**config.mk**
```make
export PLATFORM = sky130hd
export DESIGN_NAME = phy_seq_cfg
export DESIGN_NICKNAME = d
export VERILOG_FILES = /design/src/rtl/phy_seq_cfg.sv
export SDC_FILE = /design/constraint.sdc
export NUM_CORES = 1
export LEC_CHECK = 0
export BUFFER_PORTS_ARGS = -buffer_cell sky130_fd_sc_hd__buf_2
export CAP_MARGIN = 25
export CORE_ASPECT_RATIO = 1.1
export CORE_MARGIN = 8
export CORE_UTILIZATION = 50
export CTS_CLUSTER_SIZE = 14
export DETAILED_ROUTE_END_ITERATION = 10
export HOLD_SLACK_MARGIN = 0.06
export PLACE_DENSITY = 0.81
export SETUP_SLACK_MARGIN = 0.2
export SLEW_MARGIN = 10
export SYNTH_ARGS = -nofsm -noshare
export SYNTH_HDL_FRONTEND = slang
export SYNTH_SLANG_ARGS = --single-unit
```
**constraint.sdc**
```tcl
create_clock -name clock -period 3.05 [get_ports clock]
set_input_delay 0.61 -clock clock [delete_from_list [all_inputs] [get_ports clock]]
set_output_delay 0.61 -clock clock [all_outputs]
set_load 0.005 [all_outputs]
```
**src/rtl/phy_seq_cfg.sv**
```systemverilog
// PHY sequencer: ID read, variant table writes over MDIO, then link/speed/duplex polling.
// One MDIO transaction at a time (issue on ready, BUSY, DONE). Optional watchdog: PHY_SEQ_WATCHDOG_EN.
module phy_seq_cfg #(
  parameter int          IDX_W      = 3,
  parameter int          DEPTH_A    = 4,
  parameter int          DEPTH_B    = 2,
  parameter logic [4:0]  ID_REG     = 5'h03,
  parameter logic [15:0] ID_MASK    = 16'h0030,
  parameter logic [15:0] ID_MATCH   = 16'h0010,
  parameter logic [4:0]  STATUS_REG = 5'h1f,
  parameter int          POLL_GAP   = 250,
  parameter int          TIMEOUT    = 1024
) (
  input  logic             clock,
  input  logic             reset_n,
  input  logic             init_request,
  output logic             tbl_sel,
  output logic [IDX_W-1:0] tbl_idx,
  input  logic [4:0]       tbl_addr,
  input  logic [15:0]      tbl_data,
  output logic [4:0]       mdio_addr,
  output logic [15:0]      mdio_wr_data,
  output logic             mdio_rd_request,
  output logic             mdio_wr_request,
  input  logic             mdio_ready,
  input  logic [15:0]      mdio_rd_data,
  output logic [1:0]       speed,
  output logic             duplex,
  output logic             link,
  output logic             phy_variant,
  output logic             cfg_done,
  output logic             status_valid,
  output logic             link_change,
  output logic             err
);

  typedef enum logic [2:0] {S_ID_RD, S_WR, S_POLL_ST, S_POLL_BM, S_GAP} state_e;
  typedef enum logic [1:0] {PH_ISSUE, PH_BUSY, PH_DONE} phase_e;

  localparam int               GAP_W    = $clog2(POLL_GAP + 1);
  localparam logic [GAP_W-1:0] GAP_LAST = GAP_W'(POLL_GAP - 1);
  localparam logic [IDX_W-1:0] LAST_A   = IDX_W'(DEPTH_A - 1);
  localparam logic [IDX_W-1:0] LAST_B   = IDX_W'(DEPTH_B - 1);
  localparam logic [4:0]       BMSR_REG = 5'h01;

  state_e           state_q;
  phase_e           phase_q;
  logic [GAP_W-1:0] gap_q;
  logic             pending_q;
  logic             sel_q;
  logic [IDX_W-1:0] idx_q;
  logic [4:0]       addr_q;
  logic [15:0]      wdat_q;
  logic             rd_q, wr_q;
  logic [1:0]       speed_q;
  logic             duplex_q, link_q, var_q, done_q, sv_q, lc_q;

  logic             pend_d, id_b_d;
  logic [IDX_W-1:0] last_idx_d;

  assign pend_d     = pending_q | init_request;
  assign id_b_d     = (mdio_rd_data & ID_MASK) != ID_MATCH;
  assign last_idx_d = sel_q ? LAST_B : LAST_A;

`ifdef PHY_SEQ_WATCHDOG_EN
  localparam int WD_W = $clog2(TIMEOUT + 1);
  logic [WD_W-1:0] wd_q;
  logic            err_q;
  logic            reinit_q;
`endif

  always_ff @(posedge clock) begin
    if (!reset_n) begin
      state_q   <= S_ID_RD;
      phase_q   <= PH_ISSUE;
      gap_q     <= '0;
      pending_q <= 1'b0;
      sel_q     <= 1'b0;
      idx_q     <= '0;
      addr_q    <= '0;
      wdat_q    <= '0;
      rd_q      <= 1'b0;
      wr_q      <= 1'b0;
      speed_q   <= 2'b00;
      duplex_q  <= 1'b0;
      link_q    <= 1'b0;
      var_q     <= 1'b0;
      done_q    <= 1'b0;
      sv_q      <= 1'b0;
      lc_q      <= 1'b0;
`ifdef PHY_SEQ_WATCHDOG_EN
      wd_q      <= '0;
      err_q     <= 1'b0;
      reinit_q  <= 1'b0;
`endif
    end else begin
      rd_q <= 1'b0;
      wr_q <= 1'b0;
      sv_q <= 1'b0;
      lc_q <= 1'b0;
      if (init_request) pending_q <= 1'b1;
`ifdef PHY_SEQ_WATCHDOG_EN
      if (phase_q != PH_ISSUE) wd_q <= wd_q + WD_W'(1);
`endif
      case (phase_q)
        PH_ISSUE: begin
          if (state_q == S_GAP) begin
            if (pend_d) begin
              state_q   <= S_ID_RD;
              pending_q <= 1'b0;
              done_q    <= 1'b0;
`ifdef PHY_SEQ_WATCHDOG_EN
              reinit_q  <= 1'b0;
`endif
            end else if (gap_q == GAP_LAST) begin
              gap_q   <= '0;
`ifdef PHY_SEQ_WATCHDOG_EN
              state_q  <= reinit_q ? S_ID_RD : S_POLL_ST;
              reinit_q <= 1'b0;
`else
              state_q <= S_POLL_ST;
`endif
            end else begin
              gap_q <= gap_q + GAP_W'(1);
            end
          end else if (mdio_ready) begin
            phase_q <= PH_BUSY;
`ifdef PHY_SEQ_WATCHDOG_EN
            wd_q    <= '0;
`endif
            case (state_q)
              S_WR:      begin addr_q <= tbl_addr; wdat_q <= tbl_data; wr_q <= 1'b1; end
              S_POLL_ST: begin addr_q <= STATUS_REG; rd_q <= 1'b1; end
              S_POLL_BM: begin addr_q <= BMSR_REG; rd_q <= 1'b1; end
              default:   begin addr_q <= ID_REG; rd_q <= 1'b1; end
            endcase
          end
        end
        // Ready may still be high from before the strobe; only a low level proves the engine took it.
        PH_BUSY: if (!mdio_ready) phase_q <= PH_DONE;
        PH_DONE: begin
          if (mdio_ready) begin
            phase_q <= PH_ISSUE;
            case (state_q)
              S_ID_RD: begin
                var_q   <= id_b_d;
                sel_q   <= id_b_d;
                idx_q   <= '0;
                done_q  <= 1'b0;
                state_q <= S_WR;
              end
              S_WR: begin
                if (idx_q == last_idx_d) begin
                  done_q  <= 1'b1;
                  state_q <= S_POLL_ST;
                end else begin
                  idx_q <= idx_q + IDX_W'(1);
                end
              end
              S_POLL_ST: begin
                speed_q  <= mdio_rd_data[6:5];
                duplex_q <= mdio_rd_data[3];
                state_q  <= S_POLL_BM;
              end
              S_POLL_BM: begin
                link_q  <= mdio_rd_data[2];
                lc_q    <= mdio_rd_data[2] ^ link_q;
                sv_q    <= 1'b1;
                gap_q   <= '0;
                state_q <= S_GAP;
              end
              default: state_q <= S_ID_RD;
            endcase
            if (pend_d) begin
              state_q   <= S_ID_RD;
              pending_q <= 1'b0;
              done_q    <= 1'b0;
            end
          end
        end
        default: phase_q <= PH_ISSUE;
      endcase
`ifdef PHY_SEQ_WATCHDOG_EN
      // Abandon a hung transaction; the engine finishes on its own and ID_RD waits for ready.
      if (phase_q != PH_ISSUE && wd_q == WD_W'(TIMEOUT - 1)) begin
        err_q    <= 1'b1;
        done_q   <= 1'b0;
        phase_q  <= PH_ISSUE;
        state_q  <= S_GAP;
        gap_q    <= '0;
        reinit_q <= 1'b1;
      end
`endif
    end
  end

  assign tbl_sel         = sel_q;
  assign tbl_idx         = idx_q;
  assign mdio_addr       = addr_q;
  assign mdio_wr_data    = wdat_q;
  assign mdio_rd_request = rd_q;
  assign mdio_wr_request = wr_q;
  assign speed           = speed_q;
  assign duplex          = duplex_q;
  assign link            = link_q;
  assign phy_variant     = var_q;
  assign cfg_done        = done_q;
  assign status_valid    = sv_q;
  assign link_change     = lc_q;
`ifdef PHY_SEQ_WATCHDOG_EN
  assign err             = err_q;
`else
  assign err             = 1'b0;
`endif

endmodule

```
# Yosys cells after proc, flatten, opt, wreduce, memory -nomap -nowiden
# Index checks and enable logic that the tools add are counted.
# Widths: inputs -> output; s select.
[word_totals] out_inout_bits=36 register_bits=48 elab_cells=100
[classes] addsub=2 n_bitwise=6 n_eq_ne=21 n_mux=38 reduce_logical=17
[op_table] cell="$mux 8" n=5
[op_table] cell="$mux 3" n=7
[op_table] cell="$ne 2x2->1 const B" n=8
[op_table] cell="$pmux 8 s2" n=1
[op_table] cell="$reduce_and 4->1" n=4
[op_table] cell="$pmux 5 s3" n=1
[op_table] cell="$reduce_and 3->1" n=5
[op_table] cell="$mux 1" n=12
[op_table] cell="$pmux 3 s2" n=2
[op_table] cell="$pmux 3 s4" n=1
[op_table] cell="$mux 2" n=5
[op_table] cell="$reduce_and 5->1" n=2
[op_table] cell="$add 8x1->8 const B" n=1
[op_table] cell="$eq 8x8->1 const B" n=1
[op_table] cell="$eq 3x2->1 const B" n=2
[op_table] cell="$pmux 1 s2" n=3
[op_table] cell="$pmux 2 s3" n=1
[op_table] cell="$reduce_and 6->1" n=1
[op_table] cell="$ne 2x1->1 const B" n=2
[op_table] cell="$ne 4x2->1 const B" n=1
[op_table] cell="$ne 4x4->1 const B" n=1
[op_table] cell="$not 1->1" n=4
[op_table] cell="$reduce_bool 2->1" n=2
[op_table] cell="$reduce_or 4->1" n=1
[op_table] cell="11 further kinds" n=11

# Longest topological paths before layout
# Gate-level depths: netlist of the first run.
[depth] depth_word=7 mapped_depth=7

# Worst setup path after synthesis of the first run
# OpenSTA, ideal clock, no wires.
[synth_timing] path_type="input to register" startpoint="input port init_request" endpoint="register gap_q[0]" arrival_ns=1.616 required_time_ns=2.919 path_buffers=1 setup_time_ns=0.131 slack_ns=1.304 path_stages=5 cell_sequence="nor4_1 > a22oi_1 > buf_2 > o21ai_1 > nor2_1"
[synth_via] elab_chain_len=3
[synth_lines] item="from (decl)" line="16" rtl="input logic init_request,"
[synth_lines] item="$or 1x1->1" line="61" rtl="assign pend_d = pending_q | init_request;"
[synth_lines] item="$ne 2x2->1 (no line)"
[synth_lines] item="$reduce_and 5->1 (no line)"
[synth_lines] item="to (signal assigned)" line="124" rtl="gap_q <= gap_q + GAP_W'(1);"
[synth_lines] item="to (decl)" line="48" rtl="logic [GAP_W-1:0] gap_q;"
# Every way passes these cells.
# A chain may end at the register's enable or synchronous reset.

# Worst setup path after layout of the first run
[layout_timing] startpoint="register state_q[2]" endpoint="register gap_q[2]"
[layout_via] elab_chain_len=3
[layout_lines] item="from (decl)" line="46" rtl="state_e state_q;"
[layout_lines] item="from (signal assigned)" line="74" rtl="state_q <= S_ID_RD;"
[layout_lines] item="from (signal assigned)" line="109" rtl="state_q <= S_ID_RD;"
[layout_lines] item="from (signal assigned)" line="121" rtl="state_q <= S_POLL_ST;"
[layout_lines] item="$eq 3x2->1 / $eq 3x3->1 (equally long branches)" line="144, 107"
[layout_lines] item="$ne 2x1->1 (no line) / $ne 2x2->1 (equally long branches)"
[layout_lines] item="$reduce_and 5->1 (no line) *"
# Mark *: on every way between the ends. The rest lies on a longest branch, timed or not.

==> results.md, run 1 <==
- Of the post-synthesis cell area, the dominant cell type holds about 46%.
- After synthesis, flip-flops and latches occupy a little under half of the total area.
- Across the run, the number of max-cap violations was 0.
- The worst setup path is launched from a register.
- Leaving out fill and tap cells, the most frequent cells in the layout are sky130_fd_sc_hd__buf_2, sky130_fd_sc_hd__dfxtp_1, sky130_fd_sc_hd__nand2_1, sky130_fd_sc_hd__a21oi_1, sky130_fd_sc_hd__nor2_1.
- Adding up every negative setup slack in the final design gives 0 ps.
- VDD sags by at most roughly 0.00030 V.
- Buffers added to address setup during post-CTS repair amount to 0.
- Walking the worst path, the cells encountered are and4b_1 -> a22oi_1 -> o21ai_1 -> a21oi_1.
- The critical path is of the reg2reg type.
- The data arrival time of the critical path is ~2500 ps.
- In this run the horizontal extent of the chip is 77.7 um.
- Each instance of the synthesized netlist takes up on average roughly 8.4 um2.
- The sequential share of power is between 50% and 60%.
- For the pin with the worst max-slew slack, the measured transition is approximately 1000 ps.
- The slowest stage of the critical path is the sky130_fd_sc_hd__a22oi_1 cell.
- Counting every net in the synthesized netlist gives between 200 and 300.
- The via count of the first global-routing pass came to roughly 1,800.
- Based on the critical path, the design can be clocked at up to between 400 and 500 MHz.
- Combinational logic is responsible for between 5 and 6% of the overall power.
- The critical path starts at state_q[2]$_SDFFE_PN0P_.
- The number of nets still failing antenna checks after routing is 0.
- The H-tree generated during clock tree synthesis spans 2 levels.
- Cell internal power was estimated by the tool at around 0.91 mW.
- The synthesized design contains 48 register bits.
- Using the TritonRoute via totals, the vias-per-cell ratio works out to 5.30.
- Clock latency on the worst-skew pair, taken at its later pin, is approximately 300 ps.
- The first detailed-routing pass ran for 4 iterations.
- The area growth from synthesis to layout is 20.5%.
- Entering global routing, the biggest net connects 30 pins.
- Synthesis produced 249 cells.
- The worst setup slack before clock tree synthesis is 608 ps.
- The switching share of power is about 22%.
- The number of I/O port buffers is 64.
- The number of gates resized after cts is 0.
- Detailed placement finished with a half-perimeter wire length of between 3000 and 4000 um.
- The initial core utilization is between 50 and 60%.
- The routability congestion estimate from global placement is between 0.7 and 0.8.
- The number of antenna violations at the first check in global routing is 0.
- Summed over all cells, the static leakage comes to approximately 1.1 nW.
- The count of pins over their slew limit is 0.
- By area the synthesized netlist is led by sky130_fd_sc_hd__dfxtp_1, sky130_fd_sc_hd__nand2_1, sky130_fd_sc_hd__a21oi_1.
- between 70 and 80 I/O pins were placed.
- In this run the deepest clock path goes through 2 buffers.
- The maximum fanout count along the critical path is 16.
- The endpoint required time on the critical path is ~3300 ps.
- After synthesis, the netlist uses 48 different library cells.
- The share of flip-flops with an asynchronous set or reset is 0%.
- The analysis attributes to net switching a power of approximately 0.25 mW.
- The number of hold buffers added after CTS is 0.
- The worst-case reg-to-reg path depth is 4.
- In this run the power density over the cells is 459 nW/um2.
- The area of the die is 6520 um2.
- The worst hold path begins at mdio_wr_data[5]$_SDFFE_PN0P_.
- Counting the buffers created by CTS gives 5.
- The post-detailed-placement cell area is roughly 2400 um2.
- The clock period minus final worst setup slack is about 2300 ps.
- CTS placed an instance of sky130_fd_sc_hd__clkbuf_8 at the clock tree root.
- The flow ran to the end, and the final reports show no timing, DRC or antenna violations.
- The post-synthesis instance area is roughly 2100 um2.
- After routing the design area is around 2500 um2.
- The total routing resource utilization after global routing is between 10% and 20%.
- The peak per-stage delay on the critical path is around 830 ps.
- Setup repair after global routing left no endpoint under its margin.
- The cell row count is 24.
- The synthesized design contains 0 enable-type register cells.
- The cell depth of the worst min-delay path is 2.
- The multi-input combinational cells in the finished layout cover a total of around 1000 um2.
- The footprint of the flip-flops and latches is 961 um2.
- The count of final hold-check violations is 0.
- The critical register-to-register path startpoint is state_q[2]$_SDFFE_PN0P_.
- The clock net in this run drives a total of between 40 and 50 sinks.
- Summed over all layers, the routed wires come to between 4000 and 5000 um.
- The CTS tree is yes.
- The final clock skew is ~5.3 ps.
- The total power draw is ~1.2 mW.
- Measured on the finished design, the core utilization comes to a little over three fifths.
- Summed over all instances, the cell type with the most area after synthesis is sky130_fd_sc_hd__dfxtp_1.
- In this run the worst hold path is classified as reg2reg.
- Dividing the detail-routed wire length by the instance count gives 13.2 um.
- The part of the power in the clock network is 39.0%.
- Global routing finished with a remaining overflow of 0.
- The number of antenna diodes in the final layout is 0.
- The ratio of cells with drive above 1 in the final layout is a little over a quarter.
- The library cell used most frequently in the layout, excluding fill and tap cells, is sky130_fd_sc_hd__buf_2.
- STA classifies the critical path endpoint as a register.
- For this run, the leading register cell type out of synthesis is sky130_fd_sc_hd__dfxtp_1.
- The die boundary height is ~84 um.
- At the end of the flow, the number of nets in the layout was 350.
- The number of warnings reported in the yosys synthesis log is 0.
- Summing over every cut layer, the via total after detailed routing is ~1,900.
- The first global-routing pass estimated between 8000 and 9000 um of wire.
- For this block, the initial DRC count from the detailed router was 153.
- The worst slew margin relative to its limit is 30.6%.
- The number of inserted filler cells in the final layout is ~370.
- The post-CTS clock slew at the launch and capture registers of the worst setup and hold paths is approximately 90 ps.
- After detailed routing, the number of remaining DRC violations is 0.
- The setup-violating endpoint count in the final report is 0.
- The total area inside the core boundary comes to around 4000 um2.
- In the post-route analysis, the smallest setup slack over all paths is about 750 ps.
- Of the available clock period, the critical path in the final layout requires between 70% and 80%.
-- Yosys cell counts (2+ instances only) --
| cell | number |
|---|---|
| sky130_fd_sc_hd__dfxtp_1 | 48 |
| sky130_fd_sc_hd__nand2_1 | 43 |
| sky130_fd_sc_hd__a21oi_1 | 32 |
| sky130_fd_sc_hd__nor2_1 | 13 |
| sky130_fd_sc_hd__o21ai_0 | 10 |
| sky130_fd_sc_hd__mux2i_1 | 8 |
| sky130_fd_sc_hd__nor3_1 | 8 |
| sky130_fd_sc_hd__clkbuf_1 | 7 |
| sky130_fd_sc_hd__nand3_1 | 7 |
| sky130_fd_sc_hd__and3_1 | 6 |
| sky130_fd_sc_hd__buf_2 | 6 |
| sky130_fd_sc_hd__or3_1 | 6 |
| sky130_fd_sc_hd__inv_1 | 4 |
| sky130_fd_sc_hd__and2_1 | 3 |
| sky130_fd_sc_hd__ha_1 | 3 |
| sky130_fd_sc_hd__nor3b_1 | 3 |
| sky130_fd_sc_hd__or4_1 | 3 |
| sky130_fd_sc_hd__buf_4 | 2 |
| sky130_fd_sc_hd__nor2b_1 | 2 |
| sky130_fd_sc_hd__nor4b_1 | 2 |
| sky130_fd_sc_hd__o31ai_1 | 2 |
| sky130_fd_sc_hd__or3b_1 | 2 |
| sky130_fd_sc_hd__or3b_2 | 2 |
| sky130_fd_sc_hd__xnor2_1 | 2 |
| sky130_fd_sc_hd__xor2_1 | 2 |
-- stage by stage --
step | cells | hold WS [ps]
after floorplan | 249 | 448
after global placement | 351 | 438
after detailed placement | 351 | 443
after CTS | 359 | 456
after global routing | 359 | 479
final | 359 | 454
-- critical path: cells and delay by family (launching register included) --
family / cells / cell delay (ps)
AOI/OAI and AO/OA: 3 / 1470
and+or+nand+nor: 1 / 260
DFF: 1 / 500
-- registers in the layout, indices dropped and copies added (netlist names), 2 cells and up --
name / cells
tbl_idx: 3
mdio_addr: 5
gap_q: 8
phase_q: 2
state_q: 3
mdio_wr_data: 16
speed: 2
-- per-layer routing --
metal  part of all wire, %  vias up  global-route usage [%]
met3                   6.8        7                    4.74
met2                    48       47                    24.3
met1                    43      879                    17.2
li1                      -      970                       -
met4                   1.6        0                    6.19
met5                     0        -                       0
-- power by group through the flow --
stage	combinational (mW)	sequential (mW)	clock, mW
2_1_floorplan	0.0362	0.654	0
3_3_place_gp	0.0652	0.656	0
3_5_place_dp	0.0665	0.656	0
4_1_cts	0.0667	0.642	0.463
5_1_grt	0.0746	0.643	0.486
6_report	0.0657	0.642	0.452
-- logic make-up (layout without fill, tap and decap cells) --
| logic type | after synthesis | count (layout) | synth area share, % |
|---|---|---|---|
| other cells | 1 | 1 | 0.179 |
| xor+xnor | 4 | 4 | 1.67 |
| simple gates | 113 | 113 | 28.5 |
| mux | 8 | 8 | 3.82 |
| buf+inv | 20 | 78 | 4.65 |
| fa+ha+maj | 3 | 3 | 1.79 |
| compound gates | 52 | 52 | 13.5 |
| flops | 48 | 48 | 45.8 |
-- final cells by class --
class | count | area share [%]
clock buffers | 5 | 2.72
well taps | 52 | 2.58
multi-input cells | 181 | 41.1
clock inverters | 3 | 1.68
inverters | 4 | 0.594
flip-flops and latches | 48 | 38.0
repair buffers | 66 | 13.3
-- worst paths after layout --
path / slack, ps / end
min reg2reg: 450 / mdio_wr_data[5]$_SDFFE_PN0P_
max reg2reg: 750 / gap_q[2]$_SDFFE_PN0P_
max: 750 / gap_q[2]$_SDFFE_PN0P_
min: 450 / mdio_wr_data[5]$_SDFFE_PN0P_
Note: power is estimated with default switching activity, not from simulation.
==> inputs of run 2 (changes only) <==
- CORE_UTILIZATION: 50 -> 49
- PLACE_DENSITY: 0.81 -> 0.79
- clock period: 3.05 -> 2.4 ns (I/O delays scaled with it)
==> run 2 against run 1 <==
Critical path depth unchanged; sequential share of layout area decreased by 0.63 points; clock skew increased by 5.3 ps; core utilization decreased by 2.0 points; non-clock buffer count increased by 4.
==> results.md, run 2 (same netlist as run 1, synthesis figures left out) <==
- Status: completed (unchanged).
- The minimum setup slack among reg-to-reg paths was 430 ps (was 750 ps).
- The clock root buffer is sky130_fd_sc_hd__clkbuf_8 (unchanged).
- The leakage power figure is 1.08 nW (was 1.06 nW).
- The worst-case reg-to-reg path depth was 4 (unchanged).
- The number of hold buffers added after CTS was 0 (unchanged).
- The largest net degree at the start of global routing was 18 (was 30).
- The first-pass iteration count of the detailed router is 4 (unchanged).
- The final clock skew is 10.6 ps (was 5.33 ps).
- The area of the die was 6630 um2 (was 6520 um2).
- The cell depth of the worst min-delay path was 3 (was 2).
- The die boundary width was 78.4 um (was 77.7 um).
- Setup repair after global routing missed its margin: no (unchanged).
- The initial core utilization is 50.0% (was 52.5%).
- The iteration-0 DRC count of the detailed router came to 139 (was 153).
- The number of inserted filler cells in the final layout is 392 (was 366).
- The total CTS buffers is 5 (unchanged).
- The endpoint kind of the worst setup timing path is a register (unchanged).
- The setup-violating endpoint count in the final report is 0 (unchanged).
- The wire length of the first global-routing pass was 8160 um (was 8070 um).
- The number of violations of the max-capacitance limit is 0 (unchanged).
- The post-detailed-route via-to-cell ratio was 5.28 (was 5.30).
- The post-CTS clock slew at the launch and capture registers of the worst setup and hold paths came to 90 ps (about the same).
- The final instance area is 2570 um2 (was 2530 um2).
- The die boundary height is 84.6 um (was 83.9 um).
- The post-layout net count is 354 (was 350).
- The count of final hold-check violations is 0 (unchanged).
- The antenna cell count was 0 (unchanged).
- The top-level I/O count was 77 (unchanged).
- The cell row count came to 25 (was 24).
- The insertion delay to the later sink of the worst-skew pair came to 310 ps (was 300 ps).
- The number of nets still failing antenna checks after routing came to 0 (unchanged).
- The power per cell area was 589 nW/um2 (was 459 nW/um2).
- The area growth from synthesis to layout was 22.5% (was 20.5%).
- The fmax is 507 MHz (was 435 MHz).
- The share of the clock period used by the worst path is 82.1% (was 75.4%).
- The number of gates resized after cts is 0 (unchanged).
- The core region area came to 4190 um2 (was 3990 um2).
- The count of pins over their slew limit is 0 (unchanged).
- The CTS tree is yes (unchanged).
- The HPWL after detailed placement came to 3730 um (was 3500 um).
- The number of flip-flops in the largest register is 16 (unchanged).
- The largest voltage drop on the vdd net was 0.000375 V (was 0.000297 V).
- The maximum buffer depth of the clock tree is 2 (unchanged).
- The worst slew margin relative to its limit is 59.9% (was 30.6%).
- The worst-margin pin slew is 602 ps (was 1040 ps).
- Highest-count cells in the layout ignoring fill and taps: sky130_fd_sc_hd__buf_2, sky130_fd_sc_hd__dfxtp_1, sky130_fd_sc_hd__nand2_1, sky130_fd_sc_hd__a21oi_1, sky130_fd_sc_hd__nor2_1 (unchanged).
- The maximum fanout count along the critical path is 11 (was 16).
- The data arrival time of the critical path is 2210 ps (was 2520 ps).
- The start-to-end type of the worst setup path is reg2reg (unchanged).
- The overall routed net length is 4960 um (was 4730 um).
- The final-layout setup total negative slack is 0 ps (unchanged).
- The clock period minus final worst setup slack is 1970 ps (was 2300 ps).
- The buffers inserted during post-CTS setup optimization is 0 (unchanged).
- The number of I/O port buffers is 64 (unchanged).
- The post-route DRC violation count is 0 (unchanged).
- The ratio of cells with drive above 1 in the final layout is 27.3% (was 26.4%).
- The class of the most critical hold timing path was in2reg (was reg2reg).
- The average wire per standard cell came to 13.6 um (was 13.2 um).
- The total routing resource utilization after global routing is 15.0% (was 14.8%).
- The via count of the first global-routing pass came to 1,833 (was 1,762).
- The post-detailed-placement cell area is 2450 um2 (was 2410 um2).
- The total clock sinks is 48 (unchanged).
- The endpoint required time on the critical path is 2640 ps (was 3270 ps).
- The most common cell after layout, fill and taps aside is sky130_fd_sc_hd__buf_2 (unchanged).
- The number of antenna violations at the first check in global routing is 0 (unchanged).
- The kind of start point of the critical path is a register (unchanged).
- The count of H-tree levels built during CTS was 2 (unchanged).
- The routability congestion estimate from global placement is 0.843 (was 0.765).
- The total overflow reported by the global router is 0 (unchanged).
- The number of vias in the routed layout is 1,929 (was 1,903).
## run 2: layer usage
layer / share of wire (%) / vias up / track usage (%)
li1: - / 982 / -
met1: 42 / 870 / 15.9
met2: 49 / 69 / 25.9
met3: 7.4 / 8 / 4.81
met4: 1.5 / 0 / 7.08
met5: 0 / - / 0
## run 2: stage by stage
step           instances  utilization [%]  hold slack, ps  total power, mW  setup WS [ps]
2_1_floorplan        249                -             448            0.877            707
3_3_place_gp         357             58.4             439            0.918            472
3_5_place_dp         357             58.4             444            0.919            420
4_1_cts              365             61.3             391             1.52            437
5_1_grt              365             61.3             397             1.57            302
6_report             365             61.3             393             1.51            429
## run 2: final timing paths
path / from / end
setup / recovery: phase_q[1]$_SDFFE_PN0P_ / tbl_idx[2]$_SDFFE_PN0P_
setup reg to reg: phase_q[1]$_SDFFE_PN0P_ / tbl_idx[2]$_SDFFE_PN0P_
hold / removal: tbl_data[0] / mdio_wr_data[0]$_SDFFE_PN0P_
hold reg to reg: mdio_wr_data[14]$_SDFFE_PN0P_ / mdio_wr_data[14]$_SDFFE_PN0P_
## run 2: power by group
| group | total (mW) | switching (mW) | leakage, nW | internal (mW) |
|---|---|---|---|---|
| Sequential | 0.816 | 0.00885 | 0.389 | 0.807 |
| Clock | 0.612 | 0.272 | 0.0614 | 0.340 |
| Combinational | 0.0854 | 0.0439 | 0.633 | 0.0415 |
## run 2: worst max-delay path, stage by stage (launching register included)
cell and delay (ps):
sky130_fd_sc_hd__dfxtp_1 540, sky130_fd_sc_hd__or3b_4 440, sky130_fd_sc_hd__or2_4 270, sky130_fd_sc_hd__or4_1 490, sky130_fd_sc_hd__a31oi_1 160
## run 2: final cells by class
type / instances / area, um2 / share of cell area (%)
Clock inverter: 2 / 38.8 / 1.51
Clock buffer: 6 / 82.6 / 3.21
Multi-Input combinational cell: 181 / 1040 / 40.4
Timing Repair Buffer: 70 / 365 / 14.2
Inverter: 4 / 15.0 / 0.585
Sequential cell: 48 / 961 / 37.4
Tap cell: 54 / 67.6 / 2.63
